===== src/rtl/tag_ctrl_pkg.sv =====
// Shared types and sizing for the tag array access controller.
//   TAG_ADDR_W / TAG_DATA_W / TAG_DEPTH : default geometry of the 128x21 tag macro
//   tag_ctrl_state_t                    : controller state (sweep vs. normal run)
//   tag_word_t                          : one tag entry (valid/dirty/tag bits)
package tag_ctrl_pkg;

  localparam int TAG_ADDR_W = 7;
  localparam int TAG_DATA_W = 21;
  localparam int TAG_DEPTH  = 1 << TAG_ADDR_W;

  typedef enum logic {
    INIT = 1'b0,
    RUN  = 1'b1
  } tag_ctrl_state_t;

  typedef logic [TAG_DATA_W-1:0] tag_word_t;

endpackage


===== src/rtl/tag_init_seq.sv =====
// Post-reset sweep sequencer for the tag array.
// Owns the sweep index; the parent decides when the sweep is active and
// muxes the sweep access onto the macro port.
//   clk, rst    : clock, synchronous active-high reset (index back to 0)
//   active      : sweep in progress (parent is in INIT)
//   sweep_addr  : entry being initialised this cycle
//   sweep_din   : value written to that entry
//   done        : the last entry is being issued this cycle
module tag_init_seq
  import tag_ctrl_pkg::*;
#(
  parameter int                    ADDR_WIDTH = TAG_ADDR_W,
  parameter int                    DATA_WIDTH = TAG_DATA_W,
  parameter logic [DATA_WIDTH-1:0] INIT_VALUE = '0
) (
  input  logic                  clk,
  input  logic                  rst,
  input  logic                  active,
  output logic [ADDR_WIDTH-1:0] sweep_addr,
  output logic [DATA_WIDTH-1:0] sweep_din,
  output logic                  done
);

  logic [ADDR_WIDTH-1:0] cnt;

  // Wraps back to 0 after the last entry, so the next sweep (after a later
  // reset) starts cleanly even without the reset clearing it.
  always_ff @(posedge clk) begin
    if (rst)         cnt <= '0;
    else if (active) cnt <= cnt + 1'b1;
  end

  assign sweep_addr = cnt;
  assign sweep_din  = INIT_VALUE;
  assign done       = active & (cnt == '1);

endmodule


===== src/rtl/tag_array_ctrl.sv =====
// Single-port access controller for the 128x21 OpenRAM tag macro.
// After reset every entry is swept to INIT_VALUE; then one access per cycle
// is granted, write over read, with read data returned one cycle after grant.
// Optional macro TAG_ARB_STARVE_GUARD_EN: forces a read grant over a pending
// write once a read has been denied STARVE_LIMIT consecutive cycles.
// Ports:
//   clk, rst                    : clock (also macro clk0), sync active-high reset
//   rd_req/rd_addr/rd_gnt       : lookup read request, index, combinational grant
//   rd_rvalid/rd_rdata          : read data valid (registered) and data (macro dout)
//   wr_req/wr_addr/wr_data/wr_gnt : fill/update write request and combinational grant
//   init_done                   : sweep complete, requests may be granted
//   sram_csb/web/addr/din/dout  : macro port 0 (csb/web active low)
module tag_array_ctrl
  import tag_ctrl_pkg::*;
#(
  parameter int                    ADDR_WIDTH   = TAG_ADDR_W,
  parameter int                    DATA_WIDTH   = TAG_DATA_W,
  parameter logic [DATA_WIDTH-1:0] INIT_VALUE   = '0,
  parameter int                    STARVE_LIMIT = 4
) (
  input  logic                  clk,
  input  logic                  rst,
  input  logic                  rd_req,
  input  logic [ADDR_WIDTH-1:0] rd_addr,
  output logic                  rd_gnt,
  output logic                  rd_rvalid,
  output logic [DATA_WIDTH-1:0] rd_rdata,
  input  logic                  wr_req,
  input  logic [ADDR_WIDTH-1:0] wr_addr,
  input  logic [DATA_WIDTH-1:0] wr_data,
  output logic                  wr_gnt,
  output logic                  init_done,
  output logic                  sram_csb,
  output logic                  sram_web,
  output logic [ADDR_WIDTH-1:0] sram_addr,
  output logic [DATA_WIDTH-1:0] sram_din,
  input  logic [DATA_WIDTH-1:0] sram_dout
);

  tag_ctrl_state_t state, state_nxt;

  logic [ADDR_WIDTH-1:0] sweep_addr;
  logic [DATA_WIDTH-1:0] sweep_din;
  logic                  sweep_done;

  // Last driven macro controls; replayed on idle cycles so web/addr/din
  // only move when an access is actually issued.
  logic                  hold_web;
  logic [ADDR_WIDTH-1:0] hold_addr;
  logic [DATA_WIDTH-1:0] hold_din;

  logic                  vld_pipe;
  logic                  force_rd;

  tag_init_seq #(
    .ADDR_WIDTH (ADDR_WIDTH),
    .DATA_WIDTH (DATA_WIDTH),
    .INIT_VALUE (INIT_VALUE)
  ) u_init_seq (
    .clk        (clk),
    .rst        (rst),
    .active     (state == INIT),
    .sweep_addr (sweep_addr),
    .sweep_din  (sweep_din),
    .done       (sweep_done)
  );

`ifdef TAG_ARB_STARVE_GUARD_EN
  localparam int SW = (STARVE_LIMIT < 1) ? 1 : $clog2(STARVE_LIMIT + 1);
  localparam logic [SW-1:0] STARVE_MAX = SW'(STARVE_LIMIT);

  logic [SW-1:0] starve_cnt;

  // Counts consecutive RUN cycles where a read waited; any grant or a
  // dropped request restarts the count.
  always_ff @(posedge clk) begin
    if (rst || state != RUN)   starve_cnt <= '0;
    else if (rd_gnt || !rd_req) starve_cnt <= '0;
    else                        starve_cnt <= starve_cnt + 1'b1;
  end

  assign force_rd = rd_req & (starve_cnt == STARVE_MAX);
`else
  assign force_rd = 1'b0;
`endif

  always_ff @(posedge clk) begin
    if (rst) state <= INIT;
    else     state <= state_nxt;
  end

  // Arbitration and macro port mux. rst gates every grant/select so the
  // macro is deselected in the reset cycle even if the state is still RUN.
  always_comb begin
    state_nxt = state;
    rd_gnt    = 1'b0;
    wr_gnt    = 1'b0;
    sram_csb  = 1'b1;
    sram_web  = hold_web;
    sram_addr = hold_addr;
    sram_din  = hold_din;
    if (!rst) begin
      case (state)
        INIT: begin
          sram_csb  = 1'b0;
          sram_web  = 1'b0;
          sram_addr = sweep_addr;
          sram_din  = sweep_din;
          if (sweep_done) state_nxt = RUN;
        end
        RUN: begin
          if (rd_req && (force_rd || !wr_req)) begin
            rd_gnt    = 1'b1;
            sram_csb  = 1'b0;
            sram_web  = 1'b1;
            sram_addr = rd_addr;
          end else if (wr_req) begin
            wr_gnt    = 1'b1;
            sram_csb  = 1'b0;
            sram_web  = 1'b0;
            sram_addr = wr_addr;
            sram_din  = wr_data;
          end
        end
        default: state_nxt = INIT;
      endcase
    end
  end

  always_ff @(posedge clk) begin
    if (rst) begin
      hold_web  <= 1'b1;
      hold_addr <= '0;
      hold_din  <= '0;
    end else if (!sram_csb) begin
      hold_web  <= sram_web;
      hold_addr <= sram_addr;
      hold_din  <= sram_din;
    end
  end

  // Macro presents read data the cycle after the access is latched.
  always_ff @(posedge clk) begin
    if (rst) vld_pipe <= 1'b0;
    else     vld_pipe <= rd_gnt;
  end

  assign rd_rvalid = vld_pipe;
  assign rd_rdata  = sram_dout;
  assign init_done = (state == RUN) & ~rst;

endmodule


===== config.mk =====
export PLATFORM = sky130hd
export DESIGN_NAME = tag_array_ctrl
export DESIGN_NICKNAME = d
export VERILOG_FILES = /design/src/rtl/tag_ctrl_pkg.sv /design/src/rtl/tag_init_seq.sv /design/src/rtl/tag_array_ctrl.sv
export SDC_FILE = /design/constraint.sdc
export NUM_CORES = 1
export LEC_CHECK = 0
export ABC_CLOCK_PERIOD_IN_PS = 1350
export BUFFER_PORTS_ARGS = -buffer_cell sky130_fd_sc_hd__buf_2
export CORE_MARGIN = 2
export CORE_UTILIZATION = 34
export DETAILED_ROUTE_END_ITERATION = 8
export HOLD_SLACK_MARGIN = 0.1
export PLACE_DENSITY_LB_ADDON = 0.12
export SLEW_MARGIN = 10
export SYNTH_ARGS = -nofsm -noshare
export SYNTH_HDL_FRONTEND = slang
export SYNTH_SLANG_ARGS = --single-unit

===== constraint.sdc =====
create_clock -name clk -period 1.35 [get_ports clk]
set_input_delay 0.0675 -clock clk [delete_from_list [all_inputs] [get_ports clk]]
set_output_delay 0.0675 -clock clk [all_outputs]
set_load 0.05 [all_outputs]

==> results.toml, run 1 <==
[outcome]
status = "complete, but fails checks"
violations = "negative setup slack"

[synthesis]
yosysWarnings = 0
synth_top_area_cell = "dfxtp_1"
synth_ff_type = "dfxtp_1"
synth_top_area_frac = 0.315
synth_edf_count = 0
netlist_area_sq_um = 2410
synth_seq_area_share = 0.315
synthCells = 295
yosys-top-cells-area = "dfxtp_1 32%, buf_4 8.7%, nor2b_1 8.6%"
synth_cell_types = 38
syn_area_per_cell_sq_um = 8.18
ys_seq_elements = 38
synth_nets = 356
synthArstFlopShare = 0

[clocking]
cts.path.max_buffers = 2
cts_num_sinks = 38
insertion_delay_ps = 290
cts.clk_slew.worst_paths_ps = 70
htree_levels = 2
cts_tree = "built"
cts_buffers = 5
cts-root-buf = "clkbuf_8"

[sta]
fmax_mhz = 662
final_hold_viol_count = 0
post-route-period-util = 1.12
setup_viol = 29
skew_ps = 7.13
slew_violations = 0
rsz0062_at_grt = "true"
layout_setup_ws_ps = -161
tightest_slew_ps = 377
min_period_ps = 1510
relSlewSlack = 0.749

[floorplanning]
core-area_sq_um = 6830
start_util = 0.353
row_count = 30
fp.dieW_um = 88.3
dieHeight_um = 88.3
die_area_sq_um = 7790
ios = 115

[detailed_routing]
drc_errors = 0
vias_per_cell = 4.97
wl_um = 6670
post_drt_wl_per_cell_um = 14.1
num_vias = 2357
ant_nets = 0
drt_iter0_markers = 70
firstDrtPassIters = 4

[worst_hold_path]
min_path_type = "primary input to register"

[global_routing]
grt_pass1_wl_um = 10500
antenna_found_initial = 0
grt_use_total = 0.171
grt-ovfl-total = 0
grt_max_degree = 32
grt_pass1_vias = 2265

[placed_design]
dp_hpwl_um = 4520
gp_congestion = 0.771
port_buffers = 72
place_ws_ps = -25.5

[final_layout]
final_layout_size_suffix_gt1_frac = 0.336
area_delta_synth_final_pct = 45.8
seq_area_sq_um = 764
diodes = 0
postLayoutCoreUtil = 0.515
nets = 439
multi_input_area_sq_um = 1440
fillers = 679

[critical_path]
crit_required_ps = 1280
crit_arrival_ps = 1440
rrSetupSlack_ps = 70
criticalPathCategory = "register to primary output"
startpoint_type = "register"
path_max_fanout = 6
crit_path_end_kind = "primary output"

[power]
power.leakage_nw = 1.60
peakVddDrop_uv = 409
powerDensity_nw_per_um2 = 671

[job]
drv_cap = 0
## final timing paths
kind         startpoint                  endpoint  depth (start not counted)
max               state              sram_addr[6]                          5
min                 rst                  hold_web                          3
max reg2reg       state  u_init_seq.sweep_addr[5]                          5
min reg2reg    hold_web                  hold_web                          2
## cell usage in the layout, fill, tap and decap left out, types with 2 or more instances in the layout
cell,Yosys,layout
a21o_1,27,21
nand3b_1,6,6
buf_8,0,8
and2b_1,3,3
a22o_1,21,20
nor2b_1,33,33
a211oi_1,7,7
buf_12,0,6
or3_1,2,2
nand2b_1,7,7
a311oi_1,6,3
clkbuf_8,0,5
buf_4,28,17
nand2_1,10,10
buf_6,2,29
xor2_1,2,2
clkinv_2,0,2
o32ai_1,7,7
a21oi_1,26,25
dfxtp_1,38,37
o21ai_0,3,3
dlygate4sd3_1,0,22
buf_2,9,39
a21o_2,0,2
nor2_1,33,32
a21o_4,0,4
a311oi_2,0,3
## cells in the mapped netlist, types with 2 or more instances
master,n
a211oi_1,7
a21o_1,27
a21oi_1,26
a22o_1,21
a311oi_1,6
and2b_1,3
buf_2,9
buf_4,28
buf_6,2
clkbuf_1,6
dfxtp_1,38
nand2_1,10
nand2b_1,7
nand3b_1,6
nor2_1,33
nor2b_1,33
nor3b_1,2
o21ai_0,3
o32ai_1,7
or3_1,2
xor2_1,2
## routing by layer
layer  vias up  part of all wire  global-route usage
met2        52              0.47               0.280
met3         9             0.039              0.0354
met4         0             0.018              0.0675
li1       1192                 -                   -
met1      1104              0.48               0.221
met5         -                 0                   0
## cell families after synthesis
| logic type | count (synthesis) | share of synthesized area |
|---|---|---|
| buffers and inverters | 47 | 0.128 |
| and+or+nand+nor | 103 | 0.231 |
| adders and majority gates | 1 | 0.00518 |
| muxes | 1 | 0.00415 |
| xor gates and xnor gates | 3 | 0.0109 |
| AOI/OAI and AO/OA | 102 | 0.306 |
| DFF | 38 | 0.315 |
## stage by stage
| step | hold WS, ps | instances | setup TNS [ps] | total power, mW | area [sq um] |
|---|---|---|---|---|---|
| floorplan | 208 | 295 | -68.9 | 1.57 | 2450 |
| global placement | 135 | 441 | 0 | 1.55 | 2860 |
| detailed placement | 135 | 441 | -34.7 | 1.55 | 2860 |
| CTS | 108 | 470 | -2210 | 2.39 | 3460 |
| global route | 120 | 474 | -4190 | 2.48 | 3520 |
| finish | 107 | 474 | -2600 | 2.36 | 3520 |
## layout make-up
class	instances	share of cell area
inverters	2	0.00213
clock inverters	2	0.00284
clock buffers	5	0.0196
multi-input cells	210	0.409
repair buffers	121	0.315
flip-flops and latches	38	0.217
well taps	96	0.0341
## sequential cells by signal, indices dropped and copies added (netlist names)
signal and count:
hold_addr 7, hold_din 21, hold_web 1, rd_rvalid 1
state 1, u_init_seq.sweep_addr 7
## repair_timing
item / 4_1_cts / 5_1_grt
buffers inserted: 1 / 4
hold buffers: 22 / 0
pin swaps: 15 / 7
endpoints found under the hold margin: 22 / 0
gates resized for setup: 86 / 7
endpoints found under the setup margin: 33 / 32
gates cloned: 0 / 0
## critical path, cell delays in order, from the launching register on
cell,delay (ps)
dfxtp_4,410
nand2b_4,90
o21ai_4,240
buf_6,160
a21o_4,110
buf_8,130
## report_power, final
part           internal, mW  total (mW)  switching [mW]
Combinational         0.227       0.457           0.231
Sequential             1.13        1.14          0.0104
Clock                 0.347       0.761           0.414
Total                  1.71        2.36           0.655
Note: power is estimated with default switching activity, not from simulation.
==> inputs of run 2 (changes only) <==
CORE_MARGIN = 3   (was 2)
==> run 2 against run 1 <==
The flow still finishes with violations (negative setup slack). Critical endpoint is now sram_addr[4]. First-iteration DRC count fell by 1.4%. Clock skew grew 0.96 ps. Highest routed layer unchanged. Sequential share of layout area down 1.4 points. Die area grew 4.6%. Count of clock-buffer cells in the layout unchanged. Maximum frequency is 0.89% lower. Global-route usage decreased by 0.26 points. Clock power grew 27%. Combinational power up 6.3%. Cell count up 2.5%. Worst hold slack gained 23 ps.
==> results.toml, run 2 (synthesized netlist as in run 1, its figures left out) <==
[floorplanning]
dieHeight_um = 90.3
die_area_sq_um = 8150
ios = 115
start_util = 0.353
row_count = 30
core-area_sq_um = 6830
fp.dieW_um = 90.3

[final_layout]
most-common-layout-cells = "39 x buf_2, 33 x dfxtp_1, 32 x nor2_1"
largest-register = "hold_din"
final_area_sq_um = 3790
stdcell_count = 486
final_common_cell = "buf_2"
largest_register_ffs = 21
area_delta_synth_final_pct = 57.1
final_layout_size_suffix_gt1_frac = 0.413
diodes = 0
fillers = 641
nets = 450

[sta]
skew_ps = 8.08
fmax_mhz = 656
rsz0062_at_grt = "true"
layout_setup_ws_ps = -175
min_period_ps = 1520
slew_violations = 0
relSlewSlack = 0.776
tightest_slew_ps = 336
setup_viol = 27
post-route-period-util = 1.13
final_hold_viol_count = 0

[detailed_routing]
num_vias = 2437
ant_nets = 0
post_drt_wl_per_cell_um = 14.6
wl_um = 7090
vias_per_cell = 5.01
firstDrtPassIters = 4
drc_errors = 0
drt_iter0_markers = 69

[clocking]
cts_tree = "built"
insertion_delay_ps = 290
cts-root-buf = "clkbuf_8"
htree_levels = 2
cts_buffers = 5
cts_num_sinks = 38
cts.clk_slew.worst_paths_ps = 80
cts.path.max_buffers = 2

[critical_path]
criticalPathCategory = "register to primary output"
crit_path_end_kind = "primary output"
path_delay_family = "flip-flops"
slowest_stage = "dfxtp_4"
cp_slowest_stage_delay_ps = 400
crit_arrival_ps = 1460
path_max_fanout = 6
cp.buffers_inverters = 2
crit_required_ps = 1280
startpoint_type = "register"
cp_cell_sequence = "nand2b_4 -> o21ai_4 -> buf_4 -> a21o_2 -> buf_8"

[power]
powerDensity_nw_per_um2 = 683
finalPower_mw = 2.59
pwr-share-comb = 0.187
p_switching_mw = 0.675
peakVddDrop_uv = 645
power.leakage_nw = 1.72
p_sw_frac = 0.260
internal_power_mw = 1.92
pwr-share-seq = 0.441
p_clk_frac = 0.372

[placed_design]
dp_cells = 447
dp_hpwl_um = 4590
place_area_sq_um = 2900
gp_congestion = 0.805
port_buffers = 72

[global_routing]
grt_max_degree = 34
grt_pass1_wl_um = 11500
antenna_found_initial = 0
grt_use_total = 0.168
grt_pass1_vias = 2416
grt-ovfl-total = 0

[worst_hold_path]
min_path_type = "primary input to register"

[outcome]
violations = "negative setup slack"
status = "complete, but fails checks"

[job]
drv_cap = 0
## run 2: cell types whose count changed in the layout (fill, tap and decap cells not counted), sizes merged
| cell | previous run | this run |
|---|---|---|
| dlygate4sd3 | 22 | 21 |
| buf | 99 | 109 |
| bufinv | 0 | 1 |
| bufbuf | 0 | 2 |
## run 2: path summary, 6_finish.rpt
| kind | start | endpoint | slack, ps | cells after the start |
|---|---|---|---|---|
| hold reg to reg | hold_web | hold_web | 520 | 2 |
| setup reg to reg | state | u_init_seq.sweep_addr[5] | -70 | 6 |
| setup / recovery | state | sram_addr[4] | -170 | 5 |
| hold / removal | wr_addr[3] | hold_addr[3] | 130 | 3 |
## run 2: per-stage QoR
stage	setup TNS [ps]	util	hold WS (ps)	worst slack [ps]
after detailed placement	-27.1	0.424	135	-16.7
after CTS	-2490	0.516	105	-185
after global placement	0	0.424	135	26.2
final	-1960	0.555	130	-175
after global routing	-3620	0.555	129	-231
after floorplan	-68.9	-	208	-68.9
## run 2: layout make-up
cell class | count | area (sq um) | area share
inverter | 2 | 7.51 | 0.00198
tap | 96 | 120 | 0.0317
clock inverter | 3 | 40.0 | 0.0106
timing repair buffer | 132 | 1250 | 0.331
clock buffer | 5 | 68.8 | 0.0181
multi-input combinational | 210 | 1530 | 0.404
sequential | 38 | 769 | 0.203
## run 2: worst min-delay path: stages
cell     delay, ps
buf_2          110
nor2b_1        100
o32ai_1         90
## run 2: power by group through the flow
stage | combinational (mW) | clock, mW | sequential [mW]
after detailed placement | 0.392 | 0 | 1.17
after global routing | 0.527 | 1.04 | 1.14
after floorplan | 0.398 | 0 | 1.17
after CTS | 0.459 | 0.990 | 1.14
final | 0.486 | 0.964 | 1.14
after global placement | 0.390 | 0 | 1.17
## run 2: timing repair
action | CTS | global route
setup endpoints to repair | 33 | 37
pin swaps | 23 | 12
resized for setup | 71 | 56
hold endpoints to repair | 21 | 0
gates cloned | 2 | 0
hold buffers | 21 | 0
buffers inserted | 2 | 7
## run 2: routing by layer
layer / routed length (um) / global-route usage
met5: 0 / 0
met1: 3140 / 0.211
met4: 92 / 0.0587
met2: 3540 / 0.283
met3: 321 / 0.0392
